## config.mk

```make
export PLATFORM = sky130hd
export DESIGN_NAME = nonrestoring_div_seq_flat
export DESIGN_NICKNAME = d
export VERILOG_FILES = /design/src/rtl/nonrestoring_div_seq_if.sv /design/src/rtl/nonrestoring_div_seq.sv /design/src/flat_wrapper.sv
export SDC_FILE = /design/constraint.sdc
export NUM_CORES = 1
export LEC_CHECK = 0
export CAP_MARGIN = 10
export CELL_PAD_IN_SITES_DETAIL_PLACEMENT = 0
export CELL_PAD_IN_SITES_GLOBAL_PLACEMENT = 1
export CORE_ASPECT_RATIO = 1.4
export CORE_MARGIN = 1
export CORE_UTILIZATION = 42
export DETAILED_ROUTE_END_ITERATION = 10
export GPL_TIMING_DRIVEN = 0
export PLACE_DENSITY = 0.93
export RECOVER_POWER = 50
export SETUP_SLACK_MARGIN = 0.1
export SYNTH_ARGS = -nofsm -noshare
export SYNTH_HDL_FRONTEND = slang
export SYNTH_SLANG_ARGS = --single-unit
```

## constraint.sdc

```tcl
create_clock -name clk -period 6 [get_ports clk]
set_input_delay 1.5 -clock clk [delete_from_list [all_inputs] [get_ports clk]]
set_output_delay 1.5 -clock clk [all_outputs]
set_load 0.1 [all_outputs]
```

## src/rtl/nonrestoring_div_seq_if.sv

```systemverilog
// Bus bundle between the non-restoring divider, its requester and the input checker.
// The abort signal exists only when DIV_ABORT_EN is defined.
interface nonrestoring_div_seq_if #(
  parameter int N = 10,
  parameter int M = 5
);
  logic         start;
  logic [N-1:0] Dividend;
  logic [M-1:0] Divisor;
  logic [N-1:0] chk_dividend;
  logic [M-1:0] chk_divisor;
  logic         check_req;
  logic         validated;
  logic         OV;
  logic         DivByZero;
  logic [M-1:0] Quotient;
  logic [M-1:0] Remainder;
  logic         busy;
  logic         done;
  logic         ovf_err;
  logic         dbz_err;
`ifdef DIV_ABORT_EN
  logic         abort;
`endif

  modport master (
`ifdef DIV_ABORT_EN
    output abort,
`endif
    output start, Dividend, Divisor, validated, OV, DivByZero,
    input  chk_dividend, chk_divisor, check_req,
    input  Quotient, Remainder, busy, done, ovf_err, dbz_err
  );

  modport slave (
`ifdef DIV_ABORT_EN
    input  abort,
`endif
    input  start, Dividend, Divisor, validated, OV, DivByZero,
    output chk_dividend, chk_divisor, check_req,
    output Quotient, Remainder, busy, done, ovf_err, dbz_err
  );
endinterface

```

## src/rtl/nonrestoring_div_seq.sv

```systemverilog
// Sequential non-restoring N/M unsigned divider fed by an external operand checker.
// Optional abort input enabled by defining DIV_ABORT_EN.
//
// state     | meaning
// ----------+---------------------------------------------------------
// S_IDLE    | waiting for start; previous result held
// S_CHECK   | operands presented to checker; verdict sampled at edge
// S_ITER    | M shift/add-subtract iterations
// S_CORRECT | final remainder fix-up and result load
// S_DONE    | one-cycle done pulse
module nonrestoring_div_seq #(
  parameter int N = 10,
  parameter int M = 5
) (
  input logic                clk,
  input logic                rst,
  nonrestoring_div_seq_if.slave bus
);
  localparam int CW = $clog2(M + 1);

  typedef enum logic [2:0] {
    S_IDLE, S_CHECK, S_ITER, S_CORRECT, S_DONE
  } state_t;

  state_t       r_state;
  state_t       w_next;
  logic [N-1:0] r_dividend;
  logic [M-1:0] r_divisor;
  logic [M:0]   r_rem;
  logic [M-1:0] r_q;
  logic [CW-1:0] r_cnt;
  logic [M-1:0] r_quot;
  logic [M-1:0] r_remd;
  logic         r_ovf;
  logic         r_dbz;
  logic         w_abort;
  logic [M:0]   w_rem_sh;
  logic [M:0]   w_rem_step;
  logic [M-1:0] w_q_step;
  logic [M-1:0] w_rem_fix;

`ifdef DIV_ABORT_EN
  assign w_abort = bus.abort;
`else
  assign w_abort = 1'b0;
`endif

  // Shift {R,Q} left, then add or subtract D depending on the pre-shift sign.
  assign w_rem_sh   = {r_rem[M-1:0], r_q[M-1]};
  assign w_rem_step = r_rem[M] ? (w_rem_sh + {1'b0, r_divisor})
                               : (w_rem_sh - {1'b0, r_divisor});
  assign w_q_step   = {r_q[M-2:0], ~w_rem_step[M]};
  // Corrected remainder is always in [0, D), so the low M bits suffice.
  assign w_rem_fix  = r_rem[M] ? (r_rem[M-1:0] + r_divisor) : r_rem[M-1:0];

  always_ff @(posedge clk or posedge rst) begin
    if (rst) r_state <= S_IDLE;
    else     r_state <= w_next;
  end

  always_comb begin
    w_next = r_state;
    case (r_state)
      S_IDLE:    if (bus.start) w_next = S_CHECK;
      S_CHECK: begin
        if (w_abort || bus.DivByZero || bus.OV) w_next = S_DONE;
        else if (bus.validated)                 w_next = S_ITER;
        else                                    w_next = S_DONE;
      end
      S_ITER: begin
        if (w_abort)                 w_next = S_DONE;
        else if (r_cnt == CW'(1))    w_next = S_CORRECT;
      end
      S_CORRECT: w_next = S_DONE;
      S_DONE:    w_next = S_IDLE;
      default:   w_next = S_IDLE;
    endcase
  end

  always_ff @(posedge clk or posedge rst) begin
    if (rst) begin
      r_dividend <= '0;
      r_divisor  <= '0;
      r_rem      <= '0;
      r_q        <= '0;
      r_cnt      <= '0;
      r_quot     <= '0;
      r_remd     <= '0;
      r_ovf      <= 1'b0;
      r_dbz      <= 1'b0;
    end else begin
      case (r_state)
        S_IDLE: begin
          if (bus.start) begin
            r_dividend <= bus.Dividend;
            r_divisor  <= bus.Divisor;
            r_quot     <= '0;
            r_remd     <= '0;
            r_ovf      <= 1'b0;
            r_dbz      <= 1'b0;
          end
        end
        S_CHECK: begin
          if (!w_abort) begin
            if (bus.DivByZero) r_dbz <= 1'b1;
            else if (bus.OV)   r_ovf <= 1'b1;
            else if (bus.validated) begin
              r_rem <= {1'b0, r_dividend[N-1:M]};
              r_q   <= r_dividend[M-1:0];
              r_cnt <= CW'(M);
            end
          end
        end
        S_ITER: begin
          if (!w_abort) begin
            r_rem <= w_rem_step;
            r_q   <= w_q_step;
            r_cnt <= r_cnt - 1'b1;
          end
        end
        S_CORRECT: begin
          if (!w_abort) begin
            r_quot <= r_q;
            r_remd <= w_rem_fix;
          end
        end
        default: ;
      endcase
    end
  end

  assign bus.chk_dividend = r_dividend;
  assign bus.chk_divisor  = r_divisor;
  assign bus.check_req    = (r_state == S_CHECK);
  assign bus.busy         = (r_state != S_IDLE);
  assign bus.done         = (r_state == S_DONE);
  assign bus.Quotient     = r_quot;
  assign bus.Remainder    = r_remd;
  assign bus.ovf_err      = r_ovf;
  assign bus.dbz_err      = r_dbz;
endmodule
```

## src/flat_wrapper.sv

```systemverilog
// flat-port wrapper written by rule: the top's interface ports become plain ports
module nonrestoring_div_seq_flat 
#(
  parameter int N = 10,
  parameter int M = 5
)
  (clk, rst, bus_start, bus_Dividend, bus_Divisor, bus_validated, bus_OV, bus_DivByZero, bus_chk_dividend, bus_chk_divisor, bus_check_req, bus_Quotient, bus_Remainder, bus_busy, bus_done, bus_ovf_err, bus_dbz_err);
  nonrestoring_div_seq_if #(.N(N), .M(M)) bus_i ();
  input logic clk;
  input logic rst;
  input wire logic [$bits(bus_i.start)-1:0] bus_start;
  input wire logic [$bits(bus_i.Dividend)-1:0] bus_Dividend;
  input wire logic [$bits(bus_i.Divisor)-1:0] bus_Divisor;
  input wire logic [$bits(bus_i.validated)-1:0] bus_validated;
  input wire logic [$bits(bus_i.OV)-1:0] bus_OV;
  input wire logic [$bits(bus_i.DivByZero)-1:0] bus_DivByZero;
  output wire logic [$bits(bus_i.chk_dividend)-1:0] bus_chk_dividend;
  output wire logic [$bits(bus_i.chk_divisor)-1:0] bus_chk_divisor;
  output wire logic [$bits(bus_i.check_req)-1:0] bus_check_req;
  output wire logic [$bits(bus_i.Quotient)-1:0] bus_Quotient;
  output wire logic [$bits(bus_i.Remainder)-1:0] bus_Remainder;
  output wire logic [$bits(bus_i.busy)-1:0] bus_busy;
  output wire logic [$bits(bus_i.done)-1:0] bus_done;
  output wire logic [$bits(bus_i.ovf_err)-1:0] bus_ovf_err;
  output wire logic [$bits(bus_i.dbz_err)-1:0] bus_dbz_err;
  assign bus_i.start = bus_start;
  assign bus_i.Dividend = bus_Dividend;
  assign bus_i.Divisor = bus_Divisor;
  assign bus_i.validated = bus_validated;
  assign bus_i.OV = bus_OV;
  assign bus_i.DivByZero = bus_DivByZero;
  assign bus_chk_dividend = bus_i.chk_dividend;
  assign bus_chk_divisor = bus_i.chk_divisor;
  assign bus_check_req = bus_i.check_req;
  assign bus_Quotient = bus_i.Quotient;
  assign bus_Remainder = bus_i.Remainder;
  assign bus_busy = bus_i.busy;
  assign bus_done = bus_i.done;
  assign bus_ovf_err = bus_i.ovf_err;
  assign bus_dbz_err = bus_i.dbz_err;
  nonrestoring_div_seq #(.N(N), .M(M)) u_core (.clk(clk), .rst(rst), .bus(bus_i));
endmodule
```

; After elaboration in Yosys (flattened, before gate mapping)
; Cells that the tools add are included.
[word_totals]
output_inout_bits = 30
regBits = 44
[op_classes]
n_mux = 28
n_reduce_logical = 12
eq_ne = 12
bitwise_logic = 1
n_addsub = 4
[ops]
columns = op, n
row1 = $pmux 5 s2, 3
row2 = $mux 5, 5
row3 = $mux 6, 4
row4 = $mux 3, 7
row5 = $ne 2x2->1 const B, 6
row6 = $pmux 3 s4, 1
row7 = $pmux 6 s2, 1
row8 = $reduce_and 4->1, 2
row9 = $add 6x5->6, 1
row10 = $eq 3x1->1 const B, 2
row11 = $eq 3x2->1 const B, 2
row12 = $pmux 3 s2, 1
row13 = $reduce_and 2->1, 3
row14 = $reduce_bool 2->1, 3
row15 = $sub 6x5->6, 1
row16 = $add 5x5->5, 1
row17 = $mux 1, 4
row18 = $pmux 1 s2, 2
row19 = $eq 3x3->1 const B, 1
row20 = $logic_not 3->1, 1
row21 = $reduce_and 3->1, 1
row22 = $reduce_bool 3->1, 1
row23 = $sub 3x1->3 const B, 1
row24 = $ne 2x1->1 const B, 1
row25 = 2 further kinds, 2

; Depth between registers and ports, before layout
[depth]
ltp_word = 4
depth_mapped = 10

; Least setup slack after synthesis
; No wires, ideal clock.
[synth_timing]
path_type = register to output
startpoint = register u_core.r_state[1]
endpoint = output port bus_done
required_ns = 4.500
path_buffers = 0
path_slack_ns = 1.805
path_stages_with_launch = 2
arrival_time_ns = 2.695
cell_sequence = dfrtp_1 > nor3b_1
[synth_between]
elab_chain_cells = 1
[synth_rtl]
columns = element, line_no
row1 = "start, declared", nonrestoring_div_seq.sv:25  ; state_t r_state;
row2 = "start signal, assigned", nonrestoring_div_seq.sv:58  ; else r_state <= w_next;
row3 = $eq 3x3->1, nonrestoring_div_seq.sv:136  ; assign bus.done = (r_state == S_DONE);
row4 = "end, declared", flat_wrapper.sv:23  ; output wire logic [$bits(bus_i.done)-1:0] bus_done;
; No other way between the ends.

; Worst setup path after layout
[layout_timing]
startpoint = register u_core.r_state[2]
endpoint = output port bus_check_req
[layout_between]
elab_chain_cells = 1
[layout_rtl]
columns = element, line_no
row1 = $eq 3x1->1, nonrestoring_div_seq.sv:134  ; assign bus.check_req = (r_state == S_CHECK);
row2 = "end, declared", flat_wrapper.sv:19  ; output wire logic [$bits(bus_i.check_req)-1:0] bus_check_req;
; No other way between the ends.

==> metrics.cfg <==
[outcome]
status=completed

[detailed_routing]
viasPerCell=5.10
wl_per_cell_um=14.0
routed_wl_um=4810
drtPass1Iterations=4
vias=1751
drtIter0Drc=34
post-route-drc-count=0
ant_nets=0

[cells_and_area]
final_cells=343
n_antenna_cell=0
final_cell_area_um2=2980
syn2layout_area_growth_pct=27.6
drive_gt1_frac=0.112
nNetsFinal=312

[timing]
finalSetupViolations=0
period_needed_ps=3830
setup_slack_ps=2170
maxSlewViolCount=0
max_slew_margin=0.0390
timing.setup.tns_ps=0
hold_viol_final=0
layout_worst_path_cycle_share=0.638
rsz0062_at_grt=no
fmax_mhz=261
fin_skew_ps=2.73
worstMarginPinSlew_ps=1440

[place]
dp_hpwl_um=3650
routabilityCongestion=0.826
placed_area_um2=2940
place_ws_ps=2510
placed_cells=335
port_buffers=50

[synth]
syn_avg_cell_area_um2=10.7
ys_ff_latch=44
async_flop_share=1.00
synth_fp_nets=254
synth_area_leaders=dfrtp_1 (47%), ha_1 (7.0%), mux2i_1 (5.1%)
yosysWarnings=0
netlist_area_um2=2340
synth_top_area_frac=0.471
ys.flop_type=dfrtp_1
synth.distinct_cells=37
synth_top_cell_by_area=dfrtp_1
ys_seq_area_frac=0.471
syn_inst=218
synth_edf_count=0

[clocking]
ctsHoldBuffers=0
ctsResizeCount=0
cts_buffer_depth=2
cts-root-buf=clkbuf_8
h-tree-depth=2
cts_buffers=5
cts.clk_slew.worst_paths_ps=80
cts.sinks=44
clock_latency_ps=290
cts_tree=built
post-cts-setup-buffers=0

[floorplanning]
core_area_um2=5280
fp.dieW_um=65.1
start_util=0.443
io_pins=51
die-area_um2=5870
die_y_um=90.3
fp-row-count=31

[setup_path]
path_cells=nand2b_1 > nor2_1 > clkdlybuf4s50_1
arrival_ps=2330
critPathMaxStageDelay_ps=1170
cp-end-kind=output pin
path_max_fanout=7
cp-start-kind=flop
slowest_stage=clkdlybuf4s50_1
worstSetupPathType=flop to output pin
required_ps=4500

[grt]
grtUsageTotal=0.179
grt_overflow=0
grt_pass1_wl_um=8140
grt_max_degree=28
grt_pass1_vias=1823
grt_antenna_before_repair=0

[run]
maxCapViolCount=0

[min_path]
hold_class=flop to flop

layout by cell type, fill, tap and decap left out, types with 2 or more instances in the layout:
master and count:
clkdlybuf4s50_1 47, dfrtp_1 44, nand2_1 30, o21ai_0 13, ha_1 13, mux2i_1 12, a21oi_1 12, nor2_1 11
inv_1 9, mux2_2 8, o21ai_1 7, mux2_4 6, xnor2_1 6, clkbuf_8 6, clkbuf_1 5, o22ai_1 5
xor2_1 5, a21o_1 4, buf_2 3, dlygate4sd3_1 3, nor3_2 2, nand2_2 2, or3_1 2, nor3_1 2
nand3_1 2, a31oi_1 2, fa_1 2, clkinv_2 2
metrics by stage:
step                utilization  hold WS (ps)
floorplan                     -           467
global placement          0.554           480
detailed placement        0.558           485
CTS                       0.575           503
global route              0.566           537
finish                    0.566           496
state kept, by name (all words and copies together), names as in the netlist:
signal	cells
u_core.bus.chk_dividend	10
u_core.r_rem	6
u_core.bus.dbz_err	1
u_core.bus.Remainder	5
u_core.r_cnt	3
u_core.r_state	3
u_core.r_q	5
u_core.bus.chk_divisor	5
u_core.bus.Quotient	5
u_core.bus.ovf_err	1
worst max-delay path: cells and delay by family, from the launching register on:
kind	cells	cell delay, ps
buf+inv	1	1170
simple gates	2	410
flops	1	460
logic make-up (layout without fill, tap and decap cells):
| kind of cell | after synthesis | after routing | share of synthesized area |
|---|---|---|---|
| AND/OR/NAND/NOR | 59 | 59 | 0.125 |
| buffers and inverters | 18 | 77 | 0.0391 |
| adder cells (fa/ha/maj) | 15 | 15 | 0.0867 |
| XOR/XNOR | 11 | 11 | 0.0412 |
| AO/OA/AOI/OAI | 44 | 44 | 0.104 |
| multiplexers | 27 | 27 | 0.133 |
| flip-flops | 44 | 44 | 0.471 |
layout make-up:
cell class	instances	area, um2
buffer	8	37.5
fill	498	2290
tap	66	82.6
clock buffer	6	82.6
timing repair buffer	51	504
clock inverter	2	10.0
inverter	10	37.5
sequential	44	1100
multi-input combinational	156	1130
cells in the mapped netlist (2+ instances only):
master	count
ha_1	13
nor3_1	2
xor2_1	5
o22ai_1	5
mux2i_1	12
nor3_2	2
fa_1	2
or3_1	2
mux2_4	6
buf_6	2
dfrtp_1	44
a31oi_1	2
inv_1	9
buf_2	4
mux2_2	8
a21o_1	4
o21ai_0	13
o21ai_1	7
a21oi_1	12
nand2_2	2
nor2_1	11
xnor2_1	6
nand3_1	2
nand2_1	30
worst paths after layout:
kind | startpoint | endpoint | slack (ps) | cells past startpoint
hold / removal | u_core.bus.dbz_err | u_core.bus.dbz_err | 500 | 2
hold reg to reg | u_core.bus.dbz_err | u_core.bus.dbz_err | 500 | 2
setup / recovery | u_core.r_state[2] | bus_check_req | 2170 | 3
setup reg to reg | u_core.r_state[0] | u_core.bus.chk_dividend[3] | 3630 | 5
min in group asynchronous | rst | u_core.r_cnt[2] | 1730 | 2
max in group asynchronous | rst | u_core.bus.chk_divisor[4] | 2520 | 3
routing by layer:
layer | routed length [um] | GRT usage | vias to the layer above
li1 | - | - | 868
met1 | 2020 | 0.209 | 835
met2 | 2540 | 0.320 | 40
met3 | 168 | 0.0290 | 8
met4 | 85 | 0.0707 | 0
met5 | 0 | 0 | -
Power is left out: the tool's default activity adds up to more than one toggle a clock period on the data nets, which glitch-free logic cannot reach.
